`src/rtl/calculator_pkg.sv`:
```
// Shared widths and state encoding for the calculator datapath blocks.
// The operand reader and its bench both decode reader_state_t from here.
package calculator_pkg;

   localparam int DATA_W        = 32;
   localparam int MEM_WORD_SIZE = 2 * DATA_W;
   localparam int ADDR_W        = 10;

   typedef enum logic [2:0] {
      S_IDLE    = 3'd0,
      S_FETCH   = 3'd1,
      S_CAPTURE = 3'd2,
      S_PRESENT = 3'd3,
      S_DONE    = 3'd4
   } reader_state_t;

endpackage

```
`src/rtl/operand_reader_if.sv`:
```
// Bus bundle for the operand reader: run control, memory read port,
// operand handshake toward the ALU and run status.
interface operand_reader_if;
   import calculator_pkg::*;

   logic                     start_i;
   logic [ADDR_W-1:0]        start_addr_i;
   logic [ADDR_W-1:0]        end_addr_i;
   logic                     mem_rd_en_o;
   logic [ADDR_W-1:0]        mem_addr_o;
   logic [MEM_WORD_SIZE-1:0] mem_rdata_i;
   logic [DATA_W-1:0]        op_a_o;
   logic [DATA_W-1:0]        op_b_o;
   logic                     op_valid_o;
   logic                     op_ready_i;
   logic                     busy_o;
   logic                     done_o;
   logic                     err_o;

   // Driver side: issues runs, supplies memory data, accepts operands.
   modport master (
      output start_i, start_addr_i, end_addr_i, mem_rdata_i, op_ready_i,
      input  mem_rd_en_o, mem_addr_o, op_a_o, op_b_o, op_valid_o,
             busy_o, done_o, err_o
   );

   // Reader side: the operand_reader itself.
   modport slave (
      input  start_i, start_addr_i, end_addr_i, mem_rdata_i, op_ready_i,
      output mem_rd_en_o, mem_addr_o, op_a_o, op_b_o, op_valid_o,
             busy_o, done_o, err_o
   );

endinterface

```
`src/rtl/operand_reader_word_unpacker.sv`:
```
// Holds one captured memory word and splits it into the two operands.
// Lower half is operand A, upper half is operand B.
module word_unpacker
   import calculator_pkg::*;
(
   input  logic                     clk,
   input  logic                     rst,
   input  logic                     load,
   input  logic [MEM_WORD_SIZE-1:0] word_in,
   output logic [DATA_W-1:0]        op_a,
   output logic [DATA_W-1:0]        op_b
);

   logic [MEM_WORD_SIZE-1:0] word;

   // Capture the read data only when asked; otherwise hold so the operands stay stable.
   always_ff @(posedge clk) begin
      if (rst) begin
         word <= '0;
      end else if (load) begin
         word <= word_in;
      end
   end

   assign op_a = word[DATA_W-1:0];
   assign op_b = word[MEM_WORD_SIZE-1:DATA_W];

endmodule

```
`src/rtl/operand_reader.sv`:
```
// Walks an inclusive address range, reading one 64-bit word at a time and
// presenting each as an operand pair on a valid/ready handshake.
// Every word costs fetch, capture and present cycles; the address never wraps.
module operand_reader
   import calculator_pkg::*;
(
   input  logic             clk_i,
   input  logic             rst_i,
   operand_reader_if.slave  bus
);

   reader_state_t     state;
   logic [ADDR_W-1:0] cur_addr;
   logic [ADDR_W-1:0] end_addr;
   logic              rd_en;
   logic [ADDR_W-1:0] rd_addr;
   logic              valid;
   logic              done;
   logic              err;
   logic              load_word;
   logic [DATA_W-1:0] op_a;
   logic [DATA_W-1:0] op_b;

   // Main controller: all outputs are registered and set on the transition into the state that shows them.
   always_ff @(posedge clk_i) begin
      if (rst_i) begin
         state    <= S_IDLE;
         cur_addr <= '0;
         end_addr <= '0;
         rd_en    <= 1'b0;
         rd_addr  <= '0;
         valid    <= 1'b0;
         done     <= 1'b0;
         err      <= 1'b0;
      end else begin
         case (state)
            S_IDLE: begin
               done <= 1'b0;
               err  <= 1'b0;
               if (bus.start_i) begin
                  if (bus.end_addr_i >= bus.start_addr_i) begin
                     cur_addr <= bus.start_addr_i;
                     end_addr <= bus.end_addr_i;
                     rd_en    <= 1'b1;
                     rd_addr  <= bus.start_addr_i;
                     state    <= S_FETCH;
                  end else begin
                     err  <= 1'b1;
                     done <= 1'b1;
                  end
               end
            end
            S_FETCH: begin
               rd_en   <= 1'b0;
               rd_addr <= '0;
               state   <= S_CAPTURE;
            end
            S_CAPTURE: begin
               valid <= 1'b1;
               state <= S_PRESENT;
            end
            S_PRESENT: begin
               if (bus.op_ready_i) begin
                  valid <= 1'b0;
                  if (cur_addr == end_addr) begin
                     done  <= 1'b1;
                     state <= S_DONE;
                  end else begin
                     cur_addr <= cur_addr + 1'b1;
                     rd_en    <= 1'b1;
                     rd_addr  <= cur_addr + 1'b1;
                     state    <= S_FETCH;
                  end
               end
            end
            S_DONE: begin
               done  <= 1'b0;
               state <= S_IDLE;
            end
            default: begin
               state <= S_IDLE;
            end
         endcase
      end
   end

   assign load_word = (state == S_CAPTURE);

   word_unpacker u_unpacker (
      .clk     (clk_i),
      .rst     (rst_i),
      .load    (load_word),
      .word_in (bus.mem_rdata_i),
      .op_a    (op_a),
      .op_b    (op_b)
   );

   assign bus.mem_rd_en_o = rd_en;
   assign bus.mem_addr_o  = rd_addr;
   assign bus.op_a_o      = op_a;
   assign bus.op_b_o      = op_b;
   assign bus.op_valid_o  = valid;
   assign bus.busy_o      = (state != S_IDLE);
   assign bus.done_o      = done;
   assign bus.err_o       = err;

endmodule

```
`src/flat_wrapper.sv`:
```
// flat-port wrapper written by rule: the top's interface ports become plain ports
module operand_reader_flat import calculator_pkg::*;
  (clk_i, rst_i, bus_start_i, bus_start_addr_i, bus_end_addr_i, bus_mem_rdata_i, bus_op_ready_i, bus_mem_rd_en_o, bus_mem_addr_o, bus_op_a_o, bus_op_b_o, bus_op_valid_o, bus_busy_o, bus_done_o, bus_err_o);
  operand_reader_if bus_i ();
  input  logic clk_i;
  input  logic rst_i;
  input wire logic [$bits(bus_i.start_i)-1:0] bus_start_i;
  input wire logic [$bits(bus_i.start_addr_i)-1:0] bus_start_addr_i;
  input wire logic [$bits(bus_i.end_addr_i)-1:0] bus_end_addr_i;
  input wire logic [$bits(bus_i.mem_rdata_i)-1:0] bus_mem_rdata_i;
  input wire logic [$bits(bus_i.op_ready_i)-1:0] bus_op_ready_i;
  output wire logic [$bits(bus_i.mem_rd_en_o)-1:0] bus_mem_rd_en_o;
  output wire logic [$bits(bus_i.mem_addr_o)-1:0] bus_mem_addr_o;
  output wire logic [$bits(bus_i.op_a_o)-1:0] bus_op_a_o;
  output wire logic [$bits(bus_i.op_b_o)-1:0] bus_op_b_o;
  output wire logic [$bits(bus_i.op_valid_o)-1:0] bus_op_valid_o;
  output wire logic [$bits(bus_i.busy_o)-1:0] bus_busy_o;
  output wire logic [$bits(bus_i.done_o)-1:0] bus_done_o;
  output wire logic [$bits(bus_i.err_o)-1:0] bus_err_o;
  assign bus_i.start_i = bus_start_i;
  assign bus_i.start_addr_i = bus_start_addr_i;
  assign bus_i.end_addr_i = bus_end_addr_i;
  assign bus_i.mem_rdata_i = bus_mem_rdata_i;
  assign bus_i.op_ready_i = bus_op_ready_i;
  assign bus_mem_rd_en_o = bus_i.mem_rd_en_o;
  assign bus_mem_addr_o = bus_i.mem_addr_o;
  assign bus_op_a_o = bus_i.op_a_o;
  assign bus_op_b_o = bus_i.op_b_o;
  assign bus_op_valid_o = bus_i.op_valid_o;
  assign bus_busy_o = bus_i.busy_o;
  assign bus_done_o = bus_i.done_o;
  assign bus_err_o = bus_i.err_o;
  operand_reader u_core (.clk_i(clk_i), .rst_i(rst_i), .bus(bus_i));
endmodule
```
`config.mk`:
```
export PLATFORM = sky130hd
export DESIGN_NAME = operand_reader_flat
export DESIGN_NICKNAME = d
export VERILOG_FILES = /design/src/rtl/calculator_pkg.sv /design/src/rtl/operand_reader_if.sv /design/src/rtl/operand_reader_word_unpacker.sv /design/src/rtl/operand_reader.sv /design/src/flat_wrapper.sv
export SDC_FILE = /design/constraint.sdc
export NUM_CORES = 1
export LEC_CHECK = 0
export BUFFER_PORTS_ARGS = -buffer_cell sky130_fd_sc_hd__clkbuf_2
export CAP_MARGIN = 10
export CORE_ASPECT_RATIO = 2
export CORE_MARGIN = 1.5
export CORE_UTILIZATION = 44
export CTS_CLUSTER_DIAMETER = 80
export DETAILED_ROUTE_END_ITERATION = 8
export GPL_TIMING_DRIVEN = 0
export PLACE_DENSITY = 0.76
export RECOVER_POWER = 25
export SYNTH_ARGS = -nofsm -noshare
export SYNTH_HDL_FRONTEND = slang
export SYNTH_SLANG_ARGS = --single-unit
```
`constraint.sdc`:
```
create_clock -name clk_i -period 1.8 [get_ports clk_i]
set_clock_uncertainty 0.15 [all_clocks]
set_input_delay 0.09 -clock clk_i [delete_from_list [all_inputs] [get_ports clk_i]]
set_output_delay 0.09 -clock clk_i [all_outputs]
set_load 0.05 [all_outputs]
```
==> run metrics <==
Avg WL per Cell 16.39 um; total grt overflow 0; Overall Power 6.337 mW; largest net degree at the start of global routing 19; num rows 51; # port buffers 165; Seq pwr share 0.393; vias in the first global route 5003; Hold WC Path Type primary input to flip-flop; PwrDens 889.1 nW/um2; DRC Markers 0; IO Count 167; DP Wirelength 9761 um; Hold Slack 0.008823 ns; Die Wd 73.00 um; run status finished, violations left; Final Instance Area around 7000 um2; die area 10440 um2; Clk pwr share 0.312; P_leak 3.058 nW; share of cells above drive strength 1 0.3182; CTS tree yes; CP Class flip-flop to flip-flop; final hold viol count 0; critical path's largest stage delay around 0.43 ns; sw power 2.120 mW; cts bufs inserted 9; Worst-path clk slew 0.07 ns; Slew Limit Fails 0; part of the power in combinational logic 0.295; Setup crit end kind flip-flop; part of the cycle the worst path needs 1.156; internal power 4.218 mW; initial antenna violation count 0; synthesized flop and latch total 101; synthesized net count between 600 and 700; Worst VDD drop between 0.0005 and 0.0006 V; worst-path cell chain xor2_1 -> nor4_2 -> nand4_1 -> o211ai_4 -> buf_8 -> mux2i_1 -> nor2_1; Clock Path Buffers 2; routed vias 5012; Initial Util 0.4475; synthesized area 4312 um2; violated checks setup timing; synthesized instance count approximately 530; Switching Fraction 0.3345; Worst-Skew Late Latency about 0.34 ns; dpl cell area 5408 um2; sequential area share after synthesis 0.4689; unrepaired setup endpoints after global routing true; Syn Area/Cell 8.197 um2; slew of the pin with the lowest slew margin 0.6601 ns; global-route wire length before repair 22900 um; crit path max fanout 5; Tot GR Track Use 0.2828; Detailed Route Iter0 Violations 277; Die Y 143.0 um; Max transition margin 0.5618; Worst EP arrival 2.14 ns; Fmax achieved between 400 and 500 MHz; vias per std cell 5.298; ANT cells 0; fraction of registers with async set/reset 0; Routed Antenna Nets 0; core outline area ~9600 um2; H-tree depth 3; Syn-to-layout area delta 65.32%; count of max-cap constraint violations 0; required time worst endpoint 1.86 ns; final number of setup-violating endpoints 33; EDFF count, synth 0; final core area utilization 0.7398; top_reg_cell synth dfxtp_1; Distinct cells, synth 48; minimum clock period 2.080 ns; Final nets 908; fillers 651; Pre-antenna DRT Iters 5; Worst path slowest cell dfxtp_1; Yosys warnings 0; clock root buffer clkbuf_16; Final Wtd Congestion 0.9195; CTS Sinks between 100 and 150; Setup WS post-layout -0.2805 ns; Setup crit start kind flip-flop; final wirelength about 16000 um
## sequential cells by signal, indices dropped and copies added, names as in the netlist
signal	cells
u_core.bus.done_o	1
u_core.bus.op_valid_o	1
u_core.end_addr	10
u_core.state	3
u_core.bus.mem_addr_o	10
u_core.bus.err_o	1
u_core.bus.mem_rd_en_o	1
u_core.cur_addr	10
u_core.u_unpacker.word	64
## logic make-up after synthesis
group | share of synthesized area
AND/OR/NAND/NOR | 0.2098
AO/OA/AOI/OAI | 0.1660
flip-flops | 0.4689
buffers and inverters | 0.05426
XOR/XNOR | 0.03656
multiplexers | 0.03250
adder cells (fa/ha/maj) | 0.03192
## placed cells by master, fill, tap and decap left out, types with 10 or more instances in the layout
master,Yosys,routed
a21oi_1,69,67
buf_4,0,22
clkbuf_1,22,50
clkbuf_2,0,128
dfxtp_1,101,91
dlygate4sd3_1,0,83
inv_1,16,10
mux2i_1,14,11
nand2_1,143,142
nor2_1,27,24
## stage by stage
step                setup slack (ns)  setup TNS, ns  std cells
global placement             -0.4976         -26.97        823
CTS                          -0.1915         -3.356        942
detailed placement           -0.5338         -30.67        823
floorplan                   -0.07722        -0.8928        526
global route                 -0.3327         -6.045        946
finish                       -0.2805         -4.880        946
## cell usage after synthesis (all sizes together) (10+ instances only)
master / instances / share of area
xor2: 13 / 0.026
nand2: 143 / 0.12
buf: 15 / 0.020
inv: 17 / 0.015
a21oi: 69 / 0.080
mux2i: 14 / 0.033
ha: 11 / 0.032
nor2: 27 / 0.024
o21ai: 13 / 0.015
dfxtp: 101 / 0.47
clkbuf: 22 / 0.019
nor3: 10 / 0.013
## path summary, 6_finish.rpt
kind	depth (start not counted)	startpoint	slack (ns)	endpoint
hold / removal	4	bus_start_addr_i[8]	0.009	u_core.cur_addr[8]
setup / recovery	7	u_core.cur_addr[9]	-0.28	u_core.bus.mem_addr_o[1]
setup reg to reg	7	u_core.cur_addr[9]	-0.28	u_core.bus.mem_addr_o[1]
hold reg to reg	2	u_core.bus.mem_rd_en_o	0.30	u_core.bus.mem_rd_en_o
## worst max-delay path: cells and delay by family (launching register included)
family / cells / cell delay (ns)
buffers and inverters: 1 / 0.18
AOI/OAI and AO/OA: 1 / 0.22
and+or+nand+nor: 3 / 0.64
xor gates and xnor gates: 1 / 0.12
muxes: 1 / 0.20
DFF: 1 / 0.43
## layout make-up
cell class / instances / area, um2 / share of cell area
Multi-Input combinational cell: 372 / 2421 / 0.3397
Tap cell: 132 / 165.2 / 0.02317
Sequential cell: 101 / 2042 / 0.2865
Inverter: 17 / 81.33 / 0.01141
Clock inverter: 7 / 82.58 / 0.01159
Buffer: 34 / 191.4 / 0.02686
Timing Repair Buffer: 274 / 1919 / 0.2693
Clock buffer: 9 / 225.2 / 0.03160
## layer usage
| metal | track usage | up-vias | share of wire |
|---|---|---|---|
| met1 | 0.2627 | 2309 | 0.34 |
| met4 | 0.2175 | 0 | 0.065 |
| met2 | 0.5177 | 272 | 0.54 |
| li1 | - | 2352 | - |
| met5 | 0 | - | 0 |
| met3 | 0.05222 | 79 | 0.060 |
## power groups by stage
stage                     registers, mW  logic (mW)  clock network, mW
after floorplan                    2.91       0.580                  0
after global placement             2.52        1.35                  0
after detailed placement           2.53        1.38                  0
after CTS                          2.48        1.76               2.01
after global routing               2.51        1.97               2.11
final                              2.49        1.87               1.98
## what timing repair did
item	in CTS	in global routing
resized for setup	55	57
hold buffers	82	1
cloned	3	0
setup endpoints to repair	96	95
hold endpoints to repair	86	1
setup buffers	21	5
pin swaps	16	14
Note: power is estimated with default switching activity, not from simulation.
